$ cat config.mk
export PLATFORM = sky130hd
export DESIGN_NAME = ula_arb
export DESIGN_NICKNAME = d
export VERILOG_FILES = /design/src/rtl/ula_pkg.sv /design/src/rtl/ula.sv /design/src/rtl/ula_arb.sv
export SDC_FILE = /design/constraint.sdc
export NUM_CORES = 1
export LEC_CHECK = 0
export ABC_AREA = 1
export BUFFER_PORTS_ARGS = -buffer_cell sky130_fd_sc_hd__buf_2
export CAP_MARGIN = 20
export CELL_PAD_IN_SITES_DETAIL_PLACEMENT = 1
export CELL_PAD_IN_SITES_GLOBAL_PLACEMENT = 1
export CORE_UTILIZATION = 43
export DETAILED_ROUTE_END_ITERATION = 7
export PLACE_DENSITY_LB_ADDON = 0.05
export SLEW_MARGIN = 10
export SYNTH_ARGS = -nofsm -noshare
export SYNTH_HDL_FRONTEND = slang
export SYNTH_SLANG_ARGS = --single-unit
$ cat constraint.sdc
create_clock -name clk -period 7.1 [get_ports clk]
set_input_delay 1.42 -clock clk [delete_from_list [all_inputs] [get_ports clk]]
set_output_delay 1.42 -clock clk [all_outputs]
set_load 0.01 [all_outputs]
$ cat src/rtl/ula_pkg.sv
// rtl/ula_pkg.sv - shared opcode, funct and state definitions for the ula arbiter
package ula_pkg;

    localparam logic [6:0] OP_R    = 7'b0110011;
    localparam logic [6:0] OP_I    = 7'b0010011;

    localparam logic [2:0] F3_ADD  = 3'b000;
    localparam logic [2:0] F3_SLL  = 3'b001;
    localparam logic [2:0] F3_SLT  = 3'b010;
    localparam logic [2:0] F3_SLTU = 3'b011;
    localparam logic [2:0] F3_XOR  = 3'b100;
    localparam logic [2:0] F3_SR   = 3'b101;
    localparam logic [2:0] F3_OR   = 3'b110;
    localparam logic [2:0] F3_AND  = 3'b111;

    localparam logic [6:0] F7_BASE = 7'b0000000;
    localparam logic [6:0] F7_ALT  = 7'b0100000;

    typedef enum logic [1:0] {
        ST_IDLE = 2'd0,
        ST_EXEC = 2'd1,
        ST_RESP = 2'd2
    } state_t;

endpackage

$ cat src/rtl/ula.sv
// rtl/ula.sv - combinational integer ALU for R-type and I-type operations
module ula
    import ula_pkg::*;
#(
    parameter int XLEN = 32
) (
    input  logic [XLEN-1:0] data1,
    input  logic [XLEN-1:0] data2,
    input  logic [6:0]      opcode,
    input  logic [2:0]      funct3,
    input  logic [6:0]      funct7,
    output logic [XLEN-1:0] result,
    output logic            err
);

    logic [4:0] shamt;
    logic       alt;
    logic       is_r;

    assign shamt = data2[4:0];
    assign alt   = (funct7 == F7_ALT);
    assign is_r  = (opcode == OP_R);

    // Decode funct3 into the operation; only the R-type ADD slot honours SUB,
    // while both shift-right forms honour the arithmetic variant.
    always_comb begin
        result = '0;
        err    = 1'b0;
        if (opcode == OP_R || opcode == OP_I) begin
            case (funct3)
                F3_ADD:  result = (is_r && alt) ? (data1 - data2) : (data1 + data2);
                F3_SLL:  result = data1 << shamt;
                F3_SLT:  result = {{(XLEN-1){1'b0}}, ($signed(data1) < $signed(data2))};
                F3_SLTU: result = {{(XLEN-1){1'b0}}, (data1 < data2)};
                F3_XOR:  result = data1 ^ data2;
                F3_SR:   result = alt ? XLEN'($signed(data1) >>> shamt) : (data1 >> shamt);
                F3_OR:   result = data1 | data2;
                F3_AND:  result = data1 & data2;
            endcase
        end else begin
            err = 1'b1;
        end
    end

endmodule

$ cat src/rtl/ula_arb.sv
// rtl/ula_arb.sv - round-robin arbiter sharing one ula between two requesters
module ula_arb
    import ula_pkg::*;
#(
    parameter int XLEN = 32
) (
    input  logic            clk,
    input  logic            rst,
    input  logic            req0_valid_in,
    output logic            req0_ready_out,
    input  logic [XLEN-1:0] req0_data1_in,
    input  logic [XLEN-1:0] req0_data2_in,
    input  logic [6:0]      req0_opcode_in,
    input  logic [2:0]      req0_funct3_in,
    input  logic [6:0]      req0_funct7_in,
    input  logic            req1_valid_in,
    output logic            req1_ready_out,
    input  logic [XLEN-1:0] req1_data1_in,
    input  logic [XLEN-1:0] req1_data2_in,
    input  logic [6:0]      req1_opcode_in,
    input  logic [2:0]      req1_funct3_in,
    input  logic [6:0]      req1_funct7_in,
    output logic            rsp0_valid_out,
    input  logic            rsp0_ready_in,
    output logic [XLEN-1:0] rsp0_data_out,
    output logic            rsp0_err_out,
    output logic            rsp1_valid_out,
    input  logic            rsp1_ready_in,
    output logic [XLEN-1:0] rsp1_data_out,
    output logic            rsp1_err_out
);

    state_t          state;
    state_t          state_next;
    logic            grant;
    logic            gid;
    logic            last_grant;
    logic            in_idle;
    logic            in_resp;
    logic            xfer;
    logic            rsp_ready_g;

    logic [XLEN-1:0] op_data1;
    logic [XLEN-1:0] op_data2;
    logic [6:0]      op_opcode;
    logic [2:0]      op_funct3;
    logic [6:0]      op_funct7;
    logic [XLEN-1:0] res_data;
    logic            res_err;
    logic [XLEN-1:0] ula_result;
    logic            ula_err;

    // Pick the only valid requester, or the one not served last on a tie.
    always_comb begin
        grant = 1'b0;
        if (req0_valid_in && req1_valid_in) begin
            grant = ~last_grant;
        end else if (req1_valid_in) begin
            grant = 1'b1;
        end
    end

    // Ready is gated by rst so the handshake drops the instant reset rises.
    assign in_idle        = (state == ST_IDLE) && !rst;
    assign in_resp        = (state == ST_RESP);
    assign req0_ready_out = in_idle && req0_valid_in && !grant;
    assign req1_ready_out = in_idle && req1_valid_in && grant;
    assign xfer           = req0_ready_out || req1_ready_out;
    assign rsp_ready_g    = gid ? rsp1_ready_in : rsp0_ready_in;

    // State register.
    always_ff @(posedge clk or posedge rst) begin
        if (rst) begin
            state <= ST_IDLE;
        end else begin
            state <= state_next;
        end
    end

    // Next-state: accept in IDLE, one execute cycle, hold RESP until consumed.
    always_comb begin
        state_next = state;
        case (state)
            ST_IDLE: if (xfer) state_next = ST_EXEC;
            ST_EXEC: state_next = ST_RESP;
            ST_RESP: if (rsp_ready_g) state_next = ST_IDLE;
            default: state_next = ST_IDLE;
        endcase
    end

    // Register the accepted operation, then capture the ula result in EXEC.
    always_ff @(posedge clk or posedge rst) begin
        if (rst) begin
            gid        <= 1'b0;
            last_grant <= 1'b1;
            op_data1   <= '0;
            op_data2   <= '0;
            op_opcode  <= '0;
            op_funct3  <= '0;
            op_funct7  <= '0;
            res_data   <= '0;
            res_err    <= 1'b0;
        end else begin
            if (xfer) begin
                gid        <= grant;
                last_grant <= grant;
                op_data1   <= grant ? req1_data1_in  : req0_data1_in;
                op_data2   <= grant ? req1_data2_in  : req0_data2_in;
                op_opcode  <= grant ? req1_opcode_in : req0_opcode_in;
                op_funct3  <= grant ? req1_funct3_in : req0_funct3_in;
                op_funct7  <= grant ? req1_funct7_in : req0_funct7_in;
            end
            if (state == ST_EXEC) begin
                res_data <= ula_result;
                res_err  <= ula_err;
            end
        end
    end

    ula #(
        .XLEN   (XLEN)
    ) u_ula (
        .data1  (op_data1),
        .data2  (op_data2),
        .opcode (op_opcode),
        .funct3 (op_funct3),
        .funct7 (op_funct7),
        .result (ula_result),
        .err    (ula_err)
    );

    assign rsp0_valid_out = in_resp && !gid;
    assign rsp1_valid_out = in_resp && gid;
    assign rsp0_data_out  = rsp0_valid_out ? res_data : '0;
    assign rsp1_data_out  = rsp1_valid_out ? res_data : '0;
    assign rsp0_err_out   = rsp0_valid_out && res_err;
    assign rsp1_err_out   = rsp1_valid_out && res_err;

endmodule

==> impl_metrics.tcl <==
set metrics [dict create \
    n_antenna_cell 0 \
    fin_crit_ns 4.495 \
    hp-start "res_data[29]$_DFFE_PP0N_" \
    min_period_over_period_pct 63.31 \
    postCtsSetupBuffers 0 \
    start_util_pct 43.58 \
    synth_fa_ha_area_share_pct 8.348 \
    cts_resized 0 \
    ys_types 51 \
    place_inst 3194 \
    first_pass_iters 6 \
    drc_errors 0 \
    synthCells 2633 \
    internal_power_mw 3.648 \
    drt_iter0_markers 1591 \
    whs_endpoint "res_data[29]$_DFFE_PP0N_" \
    synth_top_family_by_area "simple AND/OR/NAND/NOR gates" \
    nets 3025 \
    reg2reg_depth 16 \
    place_congestion 0.9716 \
    switchingPower_mw 6.405 \
    critPathMaxStageDelay_ns 0.65 \
    synth_compound_area_share_pct 18.22 \
    status "finished clean" \
    yosys_warnings 0 \
    crit_chain "buf_2, nand2_1, nand2_2, buf_4, inv_2, buf_4, nor2_1, buf_2" \
    worstSetupPathType "input port to output port" \
    leakage_nw 8.801 \
    cpMaxStageDelayCell "buf_4" \
    drv_cap 0 \
    totalWireLength_um 69100 \
    fin_skew_ns 0.01836 \
    clkPwrFrac_pct 9.2 \
    rsz0062_at_grt "no" \
    rows 68 \
    power_density_nw_per_um2 599.4 \
    die_x_um 188.9 \
    yosys.area.top_type "nand2_1" \
    crit_path_end_kind "output port" \
    grt_pass1_wl_um 106300 \
    cts.path.max_buffers 2 \
    yosysTopAreaCellShare_pct 22.07 \
    viasPerCell 5.873 \
    boundaryPins 238 \
    drive_gt1_share_pct 12.20 \
    switching_share_pct 63.71 \
    numCtsBuffers 17 \
    synth_flop_cell "dfrtp_1" \
    clock_sinks 118 \
    die_y_um 188.9 \
    power_frac_seq_pct 13.8 \
    synth_edf_count 0 \
    cts_tree "built" \
    numPortBuffers 237 \
    path_max_fanout 82 \
    hold_class "register to register" \
    vdd_drop_max_mv 0.4723 \
    rrSetupSlack_ns 3.50 \
    clock_latency_ns 0.47 \
    netlist_top_cells_area "nand2_1 22%, dfrtp_1 19%, nand3_1 9.3%" \
    synth_mux_area_share_pct 0 \
    hold_buffers 0 \
    start_kind "input port" \
    cts_max_level 4 \
    nFillCells 4956 \
    hold_ws_ns 0.4762 \
    synth_xor_area_share_pct 0 \
    postRouteAntennaNets 0 \
    fin_tns_setup_ns 0 \
    die_area_sq_um 35680 \
    core_region_area_sq_um 34460 \
    synthesis.nets 2900 \
    antenna_found_initial 1 \
    fmax_mhz 222.5 \
    grt_overflow 0 \
    hpwl_um 53820 \
    worstPathRequired_ns 5.68 \
    cp.arrival_ns 3.07 \
    syn_to_final_growth_pct 11.69 \
    grt_start_max_net_pins 86 \
    clk_pin_slew_ns 0.05 \
    synth_seq_cells 118 \
    synth-simple-area-share_pct 41.26 \
    avgSynthCellArea_sq_um 5.704 \
    worst_pin_slew_ns 1.011 \
    hold_depth 2 \
    wl_per_cell_um 21.42 \
    grt_pass1_vias 18830 \
    finalHoldViolations 0 \
    track_usage_pct 38.88 \
    ctsRootBufferMaster "clkbuf_16" \
    relSlewSlack_pct 32.53 \
    r2r_end "res_data[24]$_DFFE_PP0N_" \
    routed-via-count 18950 \
    setup_viol 0 \
    maxSlewViolCount 0 \
    rr_startpoint "op_data2[3]$_DFFE_PP0P_" \
    seq_area_frac_synth_pct 19.67 \
    synthesis.area_sq_um 15020 \
    async_flop_share_pct 100.0 \
    power_frac_comb_pct 77.0 \
    stdcell_count 3226 \
]
cell usage after synthesis, types with 2 or more instances:
master / n
buf_2: 61
a211oi_1: 19
nor3_2: 2
a221oi_1: 2
or2_2: 3
clkbuf_2: 2
nor2_2: 3
inv_2: 10
clkinv_1: 4
o21ai_2: 11
nor2_1: 279
nand4_1: 11
inv_1: 284
o21bai_1: 12
fa_1: 2
a31oi_1: 91
a21boi_0: 2
o21ai_0: 108
or2_1: 2
nand3_1: 278
nor3_1: 19
or2_0: 2
clkbuf_1: 48
o211ai_2: 2
buf_1: 17
o211ai_1: 26
buf_6: 9
o22ai_1: 21
o21ai_1: 29
and2_1: 7
nor3b_1: 2
nand3b_1: 4
o21a_1: 6
ha_1: 97
nand2_1: 883
buf_4: 13
o221ai_1: 10
nor2_4: 6
dfrtp_1: 117
a21oi_1: 118
area by class of cell:
type	instances	area, sq um	share of cell area, %
flip-flops and latches	118	2957	17.63
repair buffers	256	1329	7.922
inverters	298	1121	6.684
well taps	455	569.3	3.394
multi-input cells	2067	10200	60.81
clock buffers	19	452.9	2.700
clock inverters	13	145.1	0.8653
critical path, delay by kind of cell:
family | cells | cell delay [ns]
simple gates | 3 | 0.22
buf+inv | 5 | 1.44
worst max path at each step:
stage	startpoint	to	slack (ns)	depth (start not counted)
after floorplan	rst	gid$_DFFE_PP0P_	2.55	1
after global placement	req0_valid_in	req0_ready_out	2.67	8
after detailed placement	req0_valid_in	req0_ready_out	2.59	8
after CTS	req0_valid_in	req0_ready_out	2.58	8
after global routing	req0_valid_in	req0_ready_out	2.40	8
final	req0_valid_in	req0_ready_out	2.61	8
power groups by stage:
stage / clock, mW / combinational (mW) / sequential, mW
2_1_floorplan: 0 / 5.36 / 1.14
3_3_place_gp: 0 / 7.27 / 1.35
3_5_place_dp: 0 / 7.47 / 1.37
4_1_cts: 0.929 / 7.55 / 1.36
5_1_grt: 0.949 / 8.49 / 1.40
6_report: 0.921 / 7.74 / 1.39
logic make-up (layout without fill, tap and decap cells):
| group | count (synthesis) | after routing |
|---|---|---|
| AND/OR/NAND/NOR | 1506 | 1506 |
| AO/OA/AOI/OAI | 462 | 462 |
| buffers and inverters | 448 | 586 |
| flip-flops | 118 | 118 |
| adder cells (fa/ha/maj) | 99 | 99 |
layout by cell type, fill, tap and decap left out, types with 4 or more instances in the layout:
| cell | synthesis | final |
|---|---|---|
| nand4_1 | 11 | 11 |
| nor2_4 | 6 | 6 |
| o21a_1 | 6 | 6 |
| o221ai_1 | 10 | 10 |
| a31oi_1 | 91 | 91 |
| o21ai_1 | 29 | 29 |
| clkbuf_16 | 0 | 17 |
| inv_1 | 284 | 281 |
| and2_1 | 7 | 7 |
| o21ai_2 | 11 | 11 |
| nand2_1 | 883 | 881 |
| buf_2 | 61 | 237 |
| nor2_2 | 3 | 4 |
| nand3_1 | 278 | 278 |
| dfrtp_1 | 117 | 115 |
| nor2_1 | 279 | 278 |
| ha_1 | 97 | 97 |
| buf_4 | 13 | 19 |
| o21bai_1 | 12 | 12 |
| o22ai_1 | 21 | 21 |
| a211oi_1 | 19 | 19 |
| o21ai_0 | 108 | 108 |
| clkinv_1 | 4 | 4 |
| inv_2 | 10 | 12 |
| nor3_1 | 19 | 19 |
| a21oi_1 | 118 | 118 |
| nand3b_1 | 4 | 4 |
| o211ai_1 | 26 | 26 |
per-stage QoR:
stage | setup WS (ns) | utilization, % | total power [mW] | cell area (sq um)
2_1_floorplan | 2.553 | - | 6.495 | 15020
3_3_place_gp | 2.671 | 46.94 | 8.619 | 16180
3_5_place_dp | 2.593 | 46.94 | 8.842 | 16180
4_1_cts | 2.578 | 48.68 | 9.836 | 16770
5_1_grt | 2.400 | 48.68 | 10.84 | 16770
6_report | 2.605 | 48.68 | 10.05 | 16770
metal layers:
metal  wire length (um)  track usage, %  up-vias
met5                  0               0        -
met4               3326           19.08        0
met3               4787           6.339      154
met2              32120           64.32      781
met1              28870           49.01     9213
li1                   -               -     8798
registers in the layout (all words and copies together), names as in the netlist:
signal      cells
op_data1       32
op_data2       32
res_data       32
op_funct7       7
op_opcode       7
op_funct3       3
state           2
gid             1
last_grant      1
res_err         1
Power figures use the tool's default switching activity.
